`config.mk`:
```
export PLATFORM = sky130hd
export DESIGN_NAME = reg_scoreboard
export DESIGN_NICKNAME = d
export VERILOG_FILES = /design/src/rtl/reg_scoreboard.sv
export SDC_FILE = /design/constraint.sdc
export NUM_CORES = 1
export LEC_CHECK = 0
export BUFFER_PORTS_ARGS = -buffer_cell sky130_fd_sc_hd__buf_2
export CAP_MARGIN = 15
export CORE_MARGIN = 2
export CORE_UTILIZATION = 58
export CTS_CLUSTER_DIAMETER = 120
export CTS_CLUSTER_SIZE = 24
export DETAILED_ROUTE_END_ITERATION = 8
export PLACE_DENSITY = 0.87
export SYNTH_ARGS = -nofsm -noshare
export SYNTH_HDL_FRONTEND = slang
export SYNTH_SLANG_ARGS = --single-unit
```
`constraint.sdc`:
```
create_clock -name aclk -period 4.7 [get_ports aclk]
set_clock_uncertainty 0.1 [all_clocks]
set_input_delay 0.94 -clock aclk [delete_from_list [all_inputs] [get_ports aclk]]
set_output_delay 0.94 -clock aclk [all_outputs]
set_load 0.01 [all_outputs]
```
`src/rtl/reg_scoreboard.sv`:
```
// Register-file scoreboard: per-register pending-write counters gate issue on RAW/full hazards.
// stall/issue_fire are combinational from the current state; counters update one edge after issue or write-back.
module reg_scoreboard #(
  parameter int RF_NUM = 32,
  parameter int CNT_W  = 2
) (
  input  logic              aclk,
  input  logic              aresetn,
  input  logic              issue_valid,
  input  logic [4:0]        issue_rj,
  input  logic [4:0]        issue_rk,
  input  logic [4:0]        issue_rd,
  input  logic              use_rj,
  input  logic              use_rk,
  input  logic              use_rd,
  input  logic              issue_we,
  input  logic [4:0]        issue_wr,
  input  logic              wb_valid,
  input  logic [4:0]        wb_rd,
  input  logic              flush,
  output logic              stall,
  output logic              issue_fire,
  output logic [RF_NUM-1:0] busy,
  output logic [6:0]        inflight,
  output logic              wb_err
);

  localparam logic [CNT_W-1:0] CNT_MAX = '1;
  localparam logic [CNT_W-1:0] CNT_ONE = CNT_W'(1);

  logic [CNT_W-1:0] cnt_q [RF_NUM];
  logic [CNT_W-1:0] cnt_d [RF_NUM];
  logic [6:0]       inflight_q, inflight_d;
  logic             wb_err_q, wb_err_d;

  logic haz_rj, haz_rk, haz_rd, full_wr;
  logic inc_en, wb_en, pair, dec_en;

  // A count of exactly one being retired this cycle is bypassed by regfile write-through.
  function automatic logic src_haz(input logic use_b, input logic [4:0] idx,
                                   input logic [CNT_W-1:0] c, input logic wbv,
                                   input logic [4:0] wbi);
    src_haz = use_b && (idx != 5'd0) && (c != '0) &&
              !((c == CNT_ONE) && wbv && (wbi == idx));
  endfunction

  always_comb begin
    haz_rj     = src_haz(use_rj, issue_rj, cnt_q[issue_rj], wb_valid, wb_rd);
    haz_rk     = src_haz(use_rk, issue_rk, cnt_q[issue_rk], wb_valid, wb_rd);
    haz_rd     = src_haz(use_rd, issue_rd, cnt_q[issue_rd], wb_valid, wb_rd);
    full_wr    = issue_we && (issue_wr != 5'd0) && (cnt_q[issue_wr] == CNT_MAX);
    stall      = aresetn && issue_valid && (haz_rj || haz_rk || haz_rd || full_wr);
    issue_fire = aresetn && issue_valid && !stall && !flush;
  end

  always_comb begin
    inc_en   = issue_fire && issue_we && (issue_wr != 5'd0);
    wb_en    = wb_valid && (wb_rd != 5'd0);
    // Issue and write-back to the same register cancel, even from an empty counter.
    pair     = inc_en && wb_en && (wb_rd == issue_wr);
    dec_en   = wb_en && !pair && (cnt_q[wb_rd] != '0);
    wb_err_d = wb_err_q || (wb_en && !pair && !flush && (cnt_q[wb_rd] == '0));
    for (int i = 0; i < RF_NUM; i++) begin
      cnt_d[i] = cnt_q[i];
      if (flush || i == 0) begin
        cnt_d[i] = '0;
      end else if (!pair) begin
        if (inc_en && (issue_wr == 5'(i))) cnt_d[i] = cnt_q[i] + CNT_ONE;
        if (dec_en && (wb_rd == 5'(i)))    cnt_d[i] = cnt_q[i] - CNT_ONE;
      end
    end
    if (flush) inflight_d = '0;
    else       inflight_d = inflight_q + {6'd0, inc_en && !pair} - {6'd0, dec_en};
  end

  always_ff @(posedge aclk or negedge aresetn) begin
    if (!aresetn) begin
      for (int i = 0; i < RF_NUM; i++) cnt_q[i] <= '0;
      inflight_q <= '0;
      wb_err_q   <= 1'b0;
    end else begin
      for (int i = 0; i < RF_NUM; i++) cnt_q[i] <= cnt_d[i];
      inflight_q <= inflight_d;
      wb_err_q   <= wb_err_d;
    end
  end

  always_comb begin
    for (int i = 0; i < RF_NUM; i++) busy[i] = (cnt_q[i] != '0);
  end

  assign inflight = inflight_q;
  assign wb_err   = wb_err_q;

endmodule

```
==> metrics, run 1 <==
Rel. slew slack=36.5%; post-route ant nets=0; Comb power frac=25.3%; core area=13100 um2; period utilization=95.1%; Sequential Power Share=35.7%; Root Driver=clkbuf_16; area of the die=14300 um2; Crit. End Element=flop; Placed Area=8690 um2; sequential cell area fraction in the yosys report=22.7%; Clock Latency Late Sink=0.35 ns; number of synthesized flops with an enable pin=0; H-tree Lvls=3; type of the worst setup path=input pin to flop; DP Cell Count=1176; Final GP Congestion=1.09; Max clock buf depth=2; CTS clk-pin slew, worst paths=0.06 ns; CTS Hold Bufs=0; share of cells above drive strength 1=31.1%; Fin. Hold Viols=0; CTS buffer count=9; antenna violations before repair=0; Hold Crit Start=wb_err; Initial Util=58.8%; Hold Slack=0.387 ns; syn_nets=955; die height=119 um; register bit total from synthesis=70; Port Buf Inserts=74; post-DP HPWL=22100 um; pin count of the biggest net entering global routing=79; NetSw=526 uW; global-route wire length before repair=45700 um; worst-margin pin slew=0.953 ns; Synth Area per Inst=8.46 um2; status=finished clean; Final Non-Filler Cells=1193; kind of cell adding the most delay to the critical path=simple AND/OR/NAND/NOR gates; nets@finish=1055; pwr/cell area=193 nW/um2; Worst path slowest cell=mux4_2; clk sinks=70; antenna cells=0; RSZ-0062 raised after global routing=false; synth top area cells=dfrtp_1 23%, mux4_2 13%, mux2i_1 6.4%; final core utilization=69.2%; asr flop ratio synth=100%; synth unique cells=87; Synth Instances=913; vias in the first global route=7967; Worst EP required=4.80 ns; r2r worst-path depth=20; HP Class=flop to flop; Syn-to-layout area delta=17.7%; MaxCap Viol Count=0; # IOs=76; routed len/inst=25.2 um; number of setup violations in the final report=0; Peak supply drop=0.216 mV; setup TNS=0 ns; Arrival @ worst endpoint=4.57 ns; Clock power frac=39.0%; Critical path buffers and inverters=5; PnR worst setup slack=0.232 ns; cell row count=42; Detailed Route Iter0 Violations=1350; Internal=1.22 mW; GRT Residual Overflow=0; Yosys warning total=0; max frequency=0.224 GHz; fin crit period=4.47 ns; r2r endpoint=inflight[6]; pre-CTS WS=-0.304 ns; R2R setup slack=0.42 ns; Synth top area share=22.7%; static leakage=4.00 nW; synthesized area=7720 um2; critical path, cell by cell=buf_4 > buf_12 > mux4_2 > nor2b_1 > o31ai_1 > o221ai_2 > buf_4 > nand3_2 > nor4_4 > nor3_1 > ha_1 > inv_1 > ha_1 > inv_1 > fa_2 > nor2b_2 > o21ai_1 > nand2b_1 > a21o_1 > a21oi_2 > xnor2_1 > nor2_1; cell taking the most area after synthesis=dfrtp_1; Total GRT Usage=42.4%; Worst setup SP type=input pin; total power=1.75 mW; Hold EP=wb_err; DR pass1 iterations=6; Post-route DRC=0; Sw Share=30.1%; crit-path max FO=9; WHS Path Cells=1; via count=8582; Slew Viols, Final=0; final wirelength=30100 um; Die X=119 um; crit-path max cell delay=0.49 ns; Top FF cell, synth=dfrtp_1; CTS tree=done; RR Startpoint=cnt_q[14]; vias per inst=7.19; Final Cell Area=9090 um2
repair_timing:
| item | CTS | global route |
|---|---|---|
| setup buffers | 0 | 2 |
| gates resized for setup | 0 | 30 |
| endpoints found under the setup margin | 0 | 3 |
worst reg2reg max path: stages (launching register included):
cell,delay (ns)
dfrtp_1,0.52
buf_4,0.23
mux4_2,0.45
mux2i_1,0.16
o2111ai_1,0.15
nand4b_1,0.16
and4_4,0.24
nand3_2,0.11
or3b_4,0.42
ha_1,0.28
inv_1,0.06
ha_1,0.16
inv_1,0.06
fa_2,0.34
nor2b_2,0.15
o21ai_1,0.07
nand2b_1,0.10
a21o_1,0.13
a21oi_2,0.06
xnor2_1,0.13
nor2_1,0.05
final cells by class:
type | count | area, um2
Clock buffer | 11 | 243
Sequential cell | 70 | 1750
Inverter | 38 | 143
Timing Repair Buffer | 181 | 1220
Multi-Input combinational cell | 713 | 5470
Clock inverter | 4 | 47.5
Tap cell | 176 | 220
Fill cell | 1047 | 4050
cells in the final DEF, fill, tap and decap left out, types with 14 or more instances in the layout:
master / n
buf_4: 109
nand2_1: 91
dfrtp_1: 70
buf_2: 66
nor2_1: 56
mux2i_1: 48
mux4_2: 43
nand3_1: 37
inv_1: 34
nor3_1: 31
o21ai_0: 29
nor2b_1: 28
or2_2: 27
a21oi_1: 24
o22ai_1: 17
or4_1: 16
nand4_1: 15
xnor2_1: 14
o21ai_1: 14
registers in the layout (all words and copies together) (netlist names):
| register | flops |
|---|---|
| inflight | 7 |
| cnt_q | 62 |
| wb_err | 1 |
Yosys cell counts, types with 10 or more instances:
cell type / n
clkbuf_1: 51
xor2_1: 12
inv_1: 34
nor2_1: 57
o21ai_0: 30
or4_1: 17
mux4_2: 43
buf_2: 24
o21ai_1: 15
or2_2: 27
o31ai_1: 13
a21oi_1: 27
nand4_1: 15
mux2i_1: 49
nand2_1: 91
xnor2_1: 14
nor2b_1: 29
mux2_2: 12
nand3_1: 37
nor3_1: 31
nor4_1: 10
dfrtp_1: 70
o22ai_1: 18
or3_1: 11
power by group through the flow:
stage | combinational (mW) | sequential [mW] | clock [mW]
after floorplan | 0.262 | 0.638 | 0
after CTS | 0.419 | 0.624 | 0.690
after global routing | 0.475 | 0.625 | 0.707
final | 0.443 | 0.624 | 0.682
after detailed placement | 0.417 | 0.635 | 0
after global placement | 0.411 | 0.635 | 0
cells by family (layout without fill, tap and decap cells):
kind of cell    Yosys count  in the layout  share of synthesized area (%)
mux                     109            109                           21.6
xor+xnor                 26             26                           2.95
simple gates            380            380                           26.4
flops                    70             70                           22.7
buf+inv                 130            234                           7.73
other cells               1              1                         0.0486
fa+ha+maj                 8              8                           1.39
compound gates          189            189                           17.3
worst max path at each step:
stage	startpoint	to	depth (start not counted)
after floorplan	issue_rj[0]	inflight[6]	23
after global placement	issue_rk[1]	inflight[6]	20
after detailed placement	issue_rd[0]	inflight[6]	21
after CTS	issue_rd[0]	inflight[6]	21
after global routing	issue_rj[0]	inflight[6]	21
final	issue_rj[0]	inflight[6]	22
layer usage:
| metal | track usage [%] | share of wire, % | vias to the layer above |
|---|---|---|---|
| met5 | 0 | 0 | - |
| met4 | 25.4 | 7.2 | 0 |
| met3 | 11.8 | 14 | 175 |
| met2 | 63.1 | 43 | 731 |
| met1 | 55.0 | 36 | 4081 |
| li1 | - | - | 3595 |
No activity file was read; power rests on OpenSTA's default activity.
==> run 2, diff against run 1 <==
--- a/config.mk
+++ b/config.mk
@@ -7,12 +7,14 @@
 export LEC_CHECK = 0
 export BUFFER_PORTS_ARGS = -buffer_cell sky130_fd_sc_hd__buf_2
 export CAP_MARGIN = 15
+export CELL_PAD_IN_SITES_DETAIL_PLACEMENT = 2
+export CELL_PAD_IN_SITES_GLOBAL_PLACEMENT = 2
 export CORE_MARGIN = 2
-export CORE_UTILIZATION = 58
+export CORE_UTILIZATION = 37
 export CTS_CLUSTER_DIAMETER = 120
 export CTS_CLUSTER_SIZE = 24
 export DETAILED_ROUTE_END_ITERATION = 8
-export PLACE_DENSITY = 0.87
+export PLACE_DENSITY = 0.84
 export SYNTH_ARGS = -nofsm -noshare
 export SYNTH_HDL_FRONTEND = slang
 export SYNTH_SLANG_ARGS = --single-unit
==> metrics, run 2 <==
clk sinks=70 (unchanged); Initial Util=37.9% (-21 points); pre-CTS WS=-0.605 ns (-0.301 ns); synth top area cells=dfrtp_1 23%, mux4_2 13%, mux2i_1 6.4%; Max clock buf depth=2 (unchanged); grt repair worst endpoint=inflight[6]$_DFF_PN0_/D; CTS Hold Bufs=0 (unchanged); die height=148 um (+24%); Yosys warning total=0 (unchanged); Root Driver=clkbuf_16; cell row count=52 (+24%); Synth Area per Inst=8.46 um2 (unchanged); Last stage=global routing; Synth top area share=22.7% (unchanged); cell with the most instances after synthesis=nand2_1; register bit total from synthesis=70 (unchanged); sequential cell area fraction in the yosys report=22.7% (unchanged); Die X=148 um (+24%); synthesized area=7720 um2 (unchanged); Top FF cell, synth=dfrtp_1; GRT Residual Overflow=14; status=aborted with a tool error; antenna violations before repair=14; cell taking the most area after synthesis=dfrtp_1; syn_nets=955 (unchanged); Log Error=[ERROR GRT-0232] Routing congestion too high. Check the congestion heatmap in the GUI.; Worst endpoint type=register data pin; Total GRT Usage=81.9%; synth unique cells=87 (unchanged); Synth Instances=913 (unchanged); number of synthesized flops with an enable pin=0 (unchanged); Final GP Congestion=0.997 (-8.5%); Port Buf Inserts=74 (unchanged); H-tree Lvls=3 (unchanged); CTS buffer count=9 (unchanged); pin count of the biggest net entering global routing=76; most frequent cells after synthesis=91 x nand2_1, 70 x dfrtp_1, 57 x nor2_1, 51 x clkbuf_1, 49 x mux2i_1; asr flop ratio synth=100% (unchanged); # IOs=76 (unchanged); post-DP HPWL=32700 um (+48%); DP Cell Count=1277 (+8.6%); Placed Area=8920 um2 (+2.7%)
run 2: per-layer routing:
metal | GRT overflow | GRT usage, %
met5 | 0 | 51.4
met1 | 0 | 81.2
met2 | 3 | 91.9
met4 | 10 | 79.0
met3 | 1 | 75.9
run 2: through the flow:
stage / utilization, % / setup TNS [ns]
after global placement: 43.8 / -0.811
after floorplan: - / 0
after CTS: 46.2 / 0
after detailed placement: 43.8 / -1.86
run 2: repair_timing:
item	in CTS
buffers inserted	3
resized for setup	31
pin swaps	4
setup endpoints to repair	3
run 2: kinds of logic after synthesis:
family	count (synthesis)	synth area share, %
DFF	70	22.7
buffers and inverters	130	7.73
xor gates and xnor gates	26	2.95
AOI/OAI and AO/OA	189	17.3
and+or+nand+nor	380	26.4
muxes	109	21.6
adders and majority gates	8	1.39
other	1	0.0486
==> run 3, diff against run 2 <==
==> config.mk (replaced) <==
export PLATFORM = sky130hd
export DESIGN_NAME = reg_scoreboard
export DESIGN_NICKNAME = d
export VERILOG_FILES = /design/src/rtl/reg_scoreboard.sv
export SDC_FILE = /design/constraint.sdc
export NUM_CORES = 1
export LEC_CHECK = 0
export BUFFER_PORTS_ARGS = -buffer_cell sky130_fd_sc_hd__buf_2
export CAP_MARGIN = 15
export CORE_MARGIN = 2
export CORE_UTILIZATION = 35
export DETAILED_ROUTE_END_ITERATION = 8
export PLACE_DENSITY_LB_ADDON = 0.15
export SYNTH_ARGS = -nofsm -noshare
export SYNTH_HDL_FRONTEND = slang
export SYNTH_SLANG_ARGS = --single-unit
==> metrics, run 3 (same netlist as run 1, synthesis figures left out) <==
Syn-to-layout area delta=21.6%; pwr/cell area=193 nW/um2; cell row count=54 (+3.8%); # fillers=2220; CTS buffer count=9 (unchanged); # IOs=76 (unchanged); Detailed Route Iter0 Violations=859; nets@finish=1064; HP Class=flop to flop; vias in the first global route=7916; core area=21800 um2; WHS Path Cells=1; Port Buf Inserts=74 (unchanged); Final Non-Filler Cells=1307; worst-margin pin slew=1.03 ns; Placed Area=8910 um2 (about the same); CTS tree=done; MaxCap Viol Count=0; crit-path max FO=8; commonest cells after routing, fill and taps aside=109 x buf_4, 91 x nand2_1, 70 x dfrtp_1, 67 x buf_2, 56 x nor2_1; RR Startpoint=cnt_q[40]; post-DP HPWL=24900 um (-24%); Die X=153 um (+2.7%); clk sinks=70 (unchanged); H-tree Lvls=3 (unchanged); max reg flops=62; final wirelength=33700 um; DP Cell Count=1286 (+0.70%); Total GRT Usage=28.3%; Final GP Congestion=0.981 (-1.7%); Worst setup SP type=input pin; Max clock buf depth=2 (unchanged); Hold Crit Start=wb_err; r2r worst-path depth=18; Initial Util=35.5% (-2.4 points); GRT Residual Overflow=0; vias per inst=6.30; number of setup violations in the final report=0; Peak supply drop=0.177 mV; post-route ant nets=0; antenna violations before repair=0; period utilization=94.6%; Hold EP=wb_err; fin crit period=4.45 ns; Final Cell Area=9390 um2; Biggest register=cnt_q; pin count of the biggest net entering global routing=78; static leakage=4.09 nW; global-route wire length before repair=49900 um; DR pass1 iterations=5; type of the worst setup path=input pin to flop; Crit. End Element=flop; Arrival @ worst endpoint=4.54 ns; routed len/inst=25.8 um; Post-route DRC=0; area of the die=23300 um2; Slew Viols, Final=0; Fin. Hold Viols=0; total power=1.81 mW; Register Area=1750 um2; footprint of the multi-input gates=5470 um2; CTS clk-pin slew, worst paths=0.06 ns; R2R setup slack=0.47 ns; setup TNS=0 ns; Clock Latency Late Sink=0.35 ns; r2r endpoint=inflight[6]; Worst EP required=4.80 ns; CTS Hold Bufs=0 (unchanged); Rel. slew slack=31.3%; Root Driver=clkbuf_16; most common cell after layout, fill and taps aside=buf_4; share of cells above drive strength 1=31.5%; status=finished clean; max frequency=0.225 GHz; via count=8238; die height=153 um (+2.7%); antenna cells=0
## run 3: how the worst max path moves through the flow
| stage | depth (start not counted) | end | start |
|---|---|---|---|
| finish | 22 | inflight[6] | issue_rj[0] |
| global route | 23 | inflight[6] | issue_rj[1] |
| CTS | 21 | inflight[6] | issue_rd[0] |
| detailed placement | 21 | inflight[6] | issue_rk[1] |
| global placement | 20 | inflight[6] | issue_rd[0] |
| floorplan | 23 | inflight[6] | issue_rj[0] |
## run 3: final cells by class
type | count | area share (%)
timing repair buffer | 190 | 14.6
inverter | 38 | 1.52
multi-input combinational | 713 | 58.2
tap | 280 | 3.73
clock inverter | 3 | 0.453
sequential | 70 | 18.7
clock buffer | 13 | 2.77
## run 3: critical path: stages
cell and delay (ns):
buf_4 0.15, clkbuf_16 0.19, mux4_2 0.48, mux2_2 0.28, a21oi_2 0.21, buf_4 0.14
nor3b_2 0.05, nor4_4 0.31, nor3_2 0.08, buf_4 0.15, ha_4 0.23, inv_1 0.05
ha_2 0.17, inv_1 0.06, fa_2 0.38, nor2b_4 0.12, o21ai_1 0.06, nand2b_1 0.09
a21o_1 0.13, a21oi_2 0.06, xnor2_1 0.14, nor2_1 0.05
## run 3: stage by stage
| step | worst slack, ns | utilization (%) | hold slack (ns) |
|---|---|---|---|
| after floorplan | 0.0224 | - | 0.406 |
| after global routing | -0.0105 | 43.2 | 0.436 |
| final | 0.254 | 43.2 | 0.407 |
| after CTS | 0.0209 | 42.4 | 0.403 |
| after global placement | -0.306 | 41.0 | 0.378 |
| after detailed placement | -0.333 | 41.0 | 0.379 |
## run 3: report_power, final
group | leakage [nW] | total (mW) | internal, mW | switching [mW]
Clock | 0.146 | 0.731 | 0.440 | 0.291
Combinational | 2.97 | 0.453 | 0.196 | 0.257
Sequential | 0.970 | 0.625 | 0.614 | 0.0106
Total | 4.09 | 1.81 | 1.25 | 0.559
## run 3: per-layer routing
layer	part of all wire (%)	global-route usage (%)	vias to the layer above	routed length, um
li1	-	-	3615	-
met1	40	38.1	4030	13400
met2	46	44.8	496	15600
met3	8.7	3.95	97	2920
met4	5.4	14.2	0	1830
met5	0	0	-	0
## run 3: timing repair
| action | in CTS | in global routing |
|---|---|---|
| setup endpoints to repair | 0 | 3 |
| setup buffers | 0 | 3 |
| resized for setup | 0 | 28 |
